`src/rtl/uart_package_tx_pkg.sv`:
```
// Shared constants for the 35-bit program package link: field placement and TX FSM encodings.
// The receiver side uses the same definitions so the field mapping cannot drift.
package uart_package_tx_pkg;

    localparam int unsigned PACKAGE_SIZE = 35;
    localparam int unsigned SHAPE_LSB    = 0;
    localparam int unsigned SHAPE_W      = 11;
    localparam int unsigned REG_LSB      = 11;
    localparam int unsigned REG_W        = 12;
    localparam int unsigned DATA_LSB     = 23;
    localparam int unsigned DATA_W       = 12;
    localparam int unsigned BIT_IDX_W    = 6;

    typedef enum logic [2:0] {
        ST_IDLE  = 3'd0,
        ST_START = 3'd1,
        ST_DATA  = 3'd2,
        ST_STOP  = 3'd3,
        ST_GAP   = 3'd4
    } tx_state_e;

    function automatic logic [PACKAGE_SIZE-1:0] pack_word(
        input logic [SHAPE_W-1:0] shape_addr,
        input logic [REG_W-1:0]   reg_addr,
        input logic [DATA_W-1:0]  data
    );
        logic [PACKAGE_SIZE-1:0] w;
        w = '0;
        w[SHAPE_LSB +: SHAPE_W] = shape_addr;
        w[REG_LSB   +: REG_W]   = reg_addr;
        w[DATA_LSB  +: DATA_W]  = data;
        return w;
    endfunction

endpackage

```
`src/rtl/uart_package_fifo.sv`:
```
// Small synchronous FIFO holding packages waiting for the serial transmitter.
// A push while full is refused even if a pop happens in the same cycle.
module uart_package_fifo #(
    parameter int unsigned WIDTH = 35,
    parameter int unsigned DEPTH = 4
) (
    input  logic                     clk,
    input  logic                     rst,
    input  logic                     push,
    input  logic                     pop,
    input  logic [WIDTH-1:0]         wdata,
    output logic [WIDTH-1:0]         rdata,
    output logic                     full,
    output logic                     empty,
    output logic [$clog2(DEPTH):0]   count
);

    localparam int unsigned PTR_W = $clog2(DEPTH);
    localparam int unsigned CNT_W = PTR_W + 1;

    logic [WIDTH-1:0] mem [DEPTH];
    logic [PTR_W-1:0] wr_ptr;
    logic [PTR_W-1:0] rd_ptr;
    logic             push_ok;
    logic             pop_ok;

    assign full    = (count == CNT_W'(DEPTH));
    assign empty   = (count == '0);
    assign push_ok = push && !full;
    assign pop_ok  = pop && !empty;
    assign rdata   = mem[rd_ptr];

    always_ff @(posedge clk) begin
        if (push_ok) begin
            mem[wr_ptr] <= wdata;
        end
    end

    // Pointers wrap naturally because DEPTH is a power of two.
    always_ff @(posedge clk) begin
        if (rst) begin
            wr_ptr <= '0;
            rd_ptr <= '0;
            count  <= '0;
        end else begin
            if (push_ok) begin
                wr_ptr <= wr_ptr + PTR_W'(1);
            end
            if (pop_ok) begin
                rd_ptr <= rd_ptr + PTR_W'(1);
            end
            case ({push_ok, pop_ok})
                2'b10:   count <= count + CNT_W'(1);
                2'b01:   count <= count - CNT_W'(1);
                default: count <= count;
            endcase
        end
    end

endmodule

```
`src/rtl/uart_package_tx.sv`:
```
// UART transmitter for 35-bit program packages: start bit, 35 data bits LSB-first,
// stop bit, then IDLE_BITS of enforced line-high so the receiver settles between frames.
module uart_package_tx
    import uart_package_tx_pkg::*;
#(
    parameter int unsigned CLKS_PER_BIT = 100,
    parameter int unsigned FIFO_DEPTH   = 4,
    parameter int unsigned IDLE_BITS    = 1
) (
    input  logic                          clk,
    input  logic                          rst,
    input  logic                          in_valid,
    output logic                          in_ready,
    input  logic [SHAPE_W-1:0]            shape_addr,
    input  logic [REG_W-1:0]              reg_addr,
    input  logic [DATA_W-1:0]             data,
    output logic                          serial_out,
    output logic                          busy,
    output logic [$clog2(FIFO_DEPTH):0]   fifo_count
);

    localparam int unsigned CNT_W = $clog2(CLKS_PER_BIT * IDLE_BITS) > 0 ?
                                    $clog2(CLKS_PER_BIT * IDLE_BITS) : 1;

    tx_state_e               state, state_next;
    logic [CNT_W-1:0]        clk_cnt, cnt_next;
    logic [BIT_IDX_W-1:0]    bit_idx, idx_next;
    logic [PACKAGE_SIZE-1:0] shift, shift_next;
    logic [PACKAGE_SIZE-1:0] head;
    logic                    serial_next;
    logic                    pop;
    logic                    full;
    logic                    empty;
    logic                    bit_done;
    logic                    gap_done;

    assign in_ready = !full;

    uart_package_fifo #(
        .WIDTH (PACKAGE_SIZE),
        .DEPTH (FIFO_DEPTH)
    ) u_fifo (
        .clk   (clk),
        .rst   (rst),
        .push  (in_valid),
        .pop   (pop),
        .wdata (pack_word(shape_addr, reg_addr, data)),
        .rdata (head),
        .full  (full),
        .empty (empty),
        .count (fifo_count)
    );

    assign bit_done = (clk_cnt == CNT_W'(CLKS_PER_BIT - 1));
    assign gap_done = (clk_cnt == CNT_W'(CLKS_PER_BIT * IDLE_BITS - 1));

    // Next state, counters, and the line level that the output register will hold next cycle.
    always_comb begin
        state_next  = state;
        cnt_next    = clk_cnt;
        idx_next    = bit_idx;
        shift_next  = shift;
        pop         = 1'b0;
        serial_next = 1'b1;

        case (state)
            ST_IDLE: begin
                if (!empty) begin
                    pop        = 1'b1;
                    shift_next = head;
                    cnt_next   = '0;
                    state_next = ST_START;
                end
            end
            ST_START: begin
                if (bit_done) begin
                    cnt_next   = '0;
                    idx_next   = '0;
                    state_next = ST_DATA;
                end else begin
                    cnt_next = clk_cnt + CNT_W'(1);
                end
            end
            ST_DATA: begin
                if (bit_done) begin
                    cnt_next   = '0;
                    shift_next = shift >> 1;
                    idx_next   = bit_idx + BIT_IDX_W'(1);
                    if (bit_idx == BIT_IDX_W'(PACKAGE_SIZE - 1)) begin
                        state_next = ST_STOP;
                    end
                end else begin
                    cnt_next = clk_cnt + CNT_W'(1);
                end
            end
            ST_STOP: begin
                if (bit_done) begin
                    cnt_next   = '0;
                    state_next = ST_GAP;
                end else begin
                    cnt_next = clk_cnt + CNT_W'(1);
                end
            end
            ST_GAP: begin
                if (gap_done) begin
                    cnt_next   = '0;
                    state_next = ST_IDLE;
                end else begin
                    cnt_next = clk_cnt + CNT_W'(1);
                end
            end
            default: begin
                cnt_next   = '0;
                state_next = ST_IDLE;
            end
        endcase

        case (state_next)
            ST_START: serial_next = 1'b0;
            ST_DATA:  serial_next = shift_next[0];
            default:  serial_next = 1'b1;
        endcase
    end

    always_ff @(posedge clk) begin
        if (rst) begin
            state      <= ST_IDLE;
            clk_cnt    <= '0;
            bit_idx    <= '0;
            shift      <= '0;
            serial_out <= 1'b1;
            busy       <= 1'b0;
        end else begin
            state      <= state_next;
            clk_cnt    <= cnt_next;
            bit_idx    <= idx_next;
            shift      <= shift_next;
            serial_out <= serial_next;
            busy       <= (state_next != ST_IDLE);
        end
    end

endmodule

```
`config.mk`:
```
export PLATFORM = sky130hd
export DESIGN_NAME = uart_package_tx
export DESIGN_NICKNAME = d
export VERILOG_FILES = /design/src/rtl/uart_package_tx_pkg.sv /design/src/rtl/uart_package_fifo.sv /design/src/rtl/uart_package_tx.sv
export SDC_FILE = /design/constraint.sdc
export NUM_CORES = 1
export LEC_CHECK = 0
export CAP_MARGIN = 20
export CORE_MARGIN = 2
export CORE_UTILIZATION = 41
export CTS_BUF_LIST = sky130_fd_sc_hd__clkbuf_8
export DETAILED_ROUTE_END_ITERATION = 10
export PLACE_DENSITY_LB_ADDON = 0.25
export SYNTH_ARGS = -nofsm -noshare
export SYNTH_HDL_FRONTEND = slang
export SYNTH_HIERARCHICAL = 1
export SYNTH_SLANG_ARGS = --single-unit
export TNS_END_PERCENT = 20
```
`constraint.sdc`:
```
create_clock -name clk -period 2.76 [get_ports clk]
set_input_delay 0.552 -clock clk [delete_from_list [all_inputs] [get_ports clk]]
set_output_delay 0.552 -clock clk [all_outputs]
set_load 0.02 [all_outputs]
```
==> results by stage <==
Critical path:
- The critical path capture point is u_fifo/count[2].
- The type of the worst setup path is flip-flop to flip-flop.
- The number of cells on the worst reg-to-reg path is 10.
- For the worst setup path, the data required time is 3180 ps.
- The category of the worst setup path capture point is a flip-flop.
- Across all register-to-register paths, the minimum setup slack is 390 ps.
- The highest-delay cell along the critical path is sky130_fd_sc_hd__or3_1.
- In this run the worst setup path begins at state[0].
- The peak fanout along the critical path is 3.
- The worst flop-to-flop path endpoint is u_fifo/count[2].
- The largest single stage delay on the critical path is 430 ps.
- The worst setup path is launched from a flip-flop.
- Walking the worst path, the cells encountered are or3_1 -> nor2_2 -> o31ai_1 -> inv_1 -> ha_1 -> inv_1 -> fa_1 -> xor2_1 -> or3_1 -> a21oi_1.
- For the worst setup path, the data arrival time is 2790 ps.
- The reg-to-reg critical path startpoint is state[0].

Cells and area:
- Once layout is complete, the cells apart from fillers number 874.
- The net count of the finished layout is 635.
- The finished cells cover 9330 um^2.
- The top cell types in the final layout, fill and taps aside, are sky130_fd_sc_hd__edfxtp_1 (140), sky130_fd_sc_hd__dfxtp_1 (61), sky130_fd_sc_hd__a21oi_1 (52).
- The share of cells above drive strength 1 is 16.3%.
- The antenna diode instance count is 0.
- The area growth from synthesis to layout is 17.6%.
- The leading cell type in the layout, fill and taps excluded is sky130_fd_sc_hd__edfxtp_1.
- Fill cells in the final layout number 1611.

GRT:
- Global routing used 14.9% of the available tracks.
- The initial antenna violation count was 0.
- The maximum number of pins on one net before global-route repair is 46.
- The number of global-route vias before repair is 4713.
- The global-route wire length before repair is 23.8 mm.
- Summed over all layers, the global routing overflow is 0.

STA:
- The number of hold violations in the final report was 0.
- The worst path uses 86.0% of the clock period.
- At the pin with the least slew margin, the transition time is 861 ps.
- The worst path in the final design needs a cycle of 2370 ps, including I/O delays and setup.
- Derived from the worst setup path, the maximum achievable clock frequency is 0.421 GHz.
- Setup repair after global routing left no endpoint under its margin.
- The final setup TNS is 0 ps.
- The number of max-slew violations in the final report came to 0.
- Final hold analysis gives a worst-case slack of 456 ps.
- Setup violations remaining at the end of the flow were counted as 0.
- The setup skew after layout is 24.4 ps.
- The headroom to the max-slew limit is 42.6%.

Drt:
- The average routed wire per standard cell is 16.7 um.
- The first detailed-routing pass took 4 iterations.
- The mean number of vias per cell is 5.21.
- The detail route stage leaves a number of antenna-violating nets equal to 0.
- The remaining design rule violation count is 0.
- Detailed routing inserted a total of 4556 vias.
- The detailed router finished its first iteration with 186 violations.
- The wire length reported by the detailed router is 14.6 mm.

Synthesis:
- The portion of the post-synthesis area used by sequential elements is 68.7%.
- The average instance in the mapped netlist occupies 15.2 um^2.
- The total of flip-flops plus latches after synthesis is 202.
- In this run, distinct cell masters in the synthesized netlist total 49.
- The number of flops mapped to enable cells by yosys is 140.
- After synthesis, the share of flip-flops with an asynchronous set or reset is 0%.
- The post-synthesis instance area is 7930 um^2.
- The number of nets in the synthesized netlist is 568.
- Synthesis handed over a netlist of 521 instances.
- The most used flip-flop cell after synthesis is sky130_fd_sc_hd__edfxtp_1.
- During synthesis, Yosys emitted a total of 6 warnings.

Floorplan:
- The floorplan has 50 rows.
- The overall die height is 143 um.
- The standard cell core area is 18800 um^2.
- The die covers 20500 um^2.
- The starting utilization of the core area is 42.1%.
- In this run the horizontal extent of the chip is 143 um.
- The number of primary I/O pins is 44.

Clocking:
- The clock tree from TritonCTS is built.
- The clock tree buffer depth is 3.
- The clock reaches the later pin of the worst-skew pair after 520 ps.
- The number of clock buffers added by TritonCTS is 34.
- The sink count of the clock tree is 202.
- The number of gates resized after CTS was 0.
- The clock-pin slew of the registers on the worst-case setup and hold paths is 60 ps.
- The number of buffers added to fix hold violations after cts is 0.
- The post-CTS setup buffer count is 0.
- The level count of the clock H-tree is 2.
- The clock root buffer is sky130_fd_sc_hd__clkbuf_8.

Place:
- After detailed placement, the total cell area comes to 8690 um^2.
- The placed instance count is 812.
- Once detailed placement completed, the half-perimeter wirelength came to 8.26 mm.
- Routability-driven placement finished with a final weighted congestion of 0.739.
- The count of buffers added on input and output ports is 43.

Status:
- The flow ran to the end, and the final reports show no timing, DRC or antenna violations.

Pwr:
- The cell leakage power is 3.08 nW.
- IR analysis of the VDD net gives a maximum drop of 0.603 mV.
- Power comes to 0.00819 W.
- The power per unit of standard cell area is 878 nW/um^2.

Run:
- Across the run, the number of max-cap violations was 0.

Hold path:
- The min-delay analysis places its worst path in the category flip-flop to flip-flop.
-- metal layers --
metal / GRT usage, % / part of all wire, %
met2: 25.8 / 52
met3: 3.15 / 3.8
met1: 18.5 / 43
met4: 5.58 / 1.3
met5: 0 / 0
-- through the flow --
step	worst slack, ps	util (%)
2_1_floorplan	162	-
3_3_place_gp	316	46.2
3_5_place_dp	227	46.2
4_1_cts	377	49.5
5_1_grt	233	49.5
6_report	386	49.5
-- synth_stat cells (2+ instances only) --
cell / n / area (um^2)
sky130_fd_sc_hd__nand2_1: 39 / 146
sky130_fd_sc_hd__inv_1: 11 / 41.3
sky130_fd_sc_hd__o21ai_0: 10 / 50.1
sky130_fd_sc_hd__mux4_1: 5 / 131
sky130_fd_sc_hd__nand2b_1: 4 / 25.0
sky130_fd_sc_hd__dfxtp_1: 62 / 1240
sky130_fd_sc_hd__nor2b_1: 3 / 18.8
sky130_fd_sc_hd__nor3_1: 6 / 30.0
sky130_fd_sc_hd__mux4_2: 30 / 676
sky130_fd_sc_hd__a311oi_1: 2 / 17.5
sky130_fd_sc_hd__and2_1: 4 / 25.0
sky130_fd_sc_hd__nor3b_1: 2 / 15.0
sky130_fd_sc_hd__buf_12: 3 / 60.1
sky130_fd_sc_hd__ha_1: 8 / 100
sky130_fd_sc_hd__o21ai_1: 4 / 20.0
sky130_fd_sc_hd__mux2i_1: 3 / 30.0
sky130_fd_sc_hd__edfxtp_1: 140 / 4200
sky130_fd_sc_hd__clkbuf_1: 8 / 30.0
sky130_fd_sc_hd__nand3_1: 10 / 50.1
sky130_fd_sc_hd__o211ai_2: 2 / 25.0
sky130_fd_sc_hd__a21oi_1: 52 / 260
sky130_fd_sc_hd__and3_1: 3 / 18.8
sky130_fd_sc_hd__or3b_1: 2 / 17.5
sky130_fd_sc_hd__a22oi_1: 33 / 248
sky130_fd_sc_hd__xor2_1: 3 / 26.3
sky130_fd_sc_hd__nor2_1: 29 / 109
sky130_fd_sc_hd__or3_1: 7 / 43.8
sky130_fd_sc_hd__buf_2: 15 / 75.1
-- power by group --
group / switching (W) / leakage [nW] / internal (W)
registers: 0.000189 / 1.79 / 0.00370
logic: 0.00102 / 0.915 / 0.000837
clock network: 0.00114 / 0.378 / 0.00131
total: 0.00234 / 3.08 / 0.00585
-- logic make-up (layout without fill, tap and decap cells) --
| kind of cell | count (synthesis) | in the layout | share of synthesized area (%) |
|---|---|---|---|
| flip-flops | 202 | 202 | 68.7 |
| adder cells (fa/ha/maj) | 9 | 9 | 1.51 |
| XOR/XNOR | 4 | 4 | 0.442 |
| AO/OA/AOI/OAI | 111 | 111 | 8.69 |
| buffers and inverters | 40 | 133 | 2.86 |
| multiplexers | 38 | 38 | 10.6 |
| AND/OR/NAND/NOR | 117 | 117 | 7.27 |
-- flip-flops by register name, indices dropped and copies added (netlist names), named ones only --
register and flops:
u_fifo/mem 140, busy 1, serial_out 1, u_fifo/wr_ptr 2, state 3, shift 35, u_fifo/count 3, bit_idx 6
clk_cnt 7, u_fifo/rd_ptr 2
-- worst min path at each step --
stage / from / end / slack (ps) / cells after the start
after floorplan: shift[10] / shift[10] / 440 / 2
after global placement: shift[31] / shift[31] / 440 / 2
after detailed placement: shift[19] / shift[19] / 450 / 2
after CTS: shift[18] / shift[18] / 460 / 2
after global routing: shift[16] / shift[16] / 470 / 2
final: shift[14] / shift[14] / 460 / 2
-- area by class of cell --
| type | count | area, um^2 | share of cell area, % |
|---|---|---|---|
| Inverter | 11 | 41.3 | 0.443 |
| Clock inverter | 26 | 141 | 1.52 |
| Sequential cell | 202 | 5450 | 58.4 |
| Tap cell | 260 | 325 | 3.49 |
| Timing Repair Buffer | 60 | 616 | 6.60 |
| Multi-Input combinational cell | 279 | 2260 | 24.3 |
| Clock buffer | 36 | 495 | 5.31 |
-- critical path, delay by kind of cell, from the launching register on --
family,cells,cell delay [ps]
XOR/XNOR,1,160
flip-flops,1,300
AND/OR/NAND/NOR,3,870
adder cells (fa/ha/maj),2,560
AO/OA/AOI/OAI,2,270
buffers and inverters,2,140
Power figures use the tool's default switching activity.
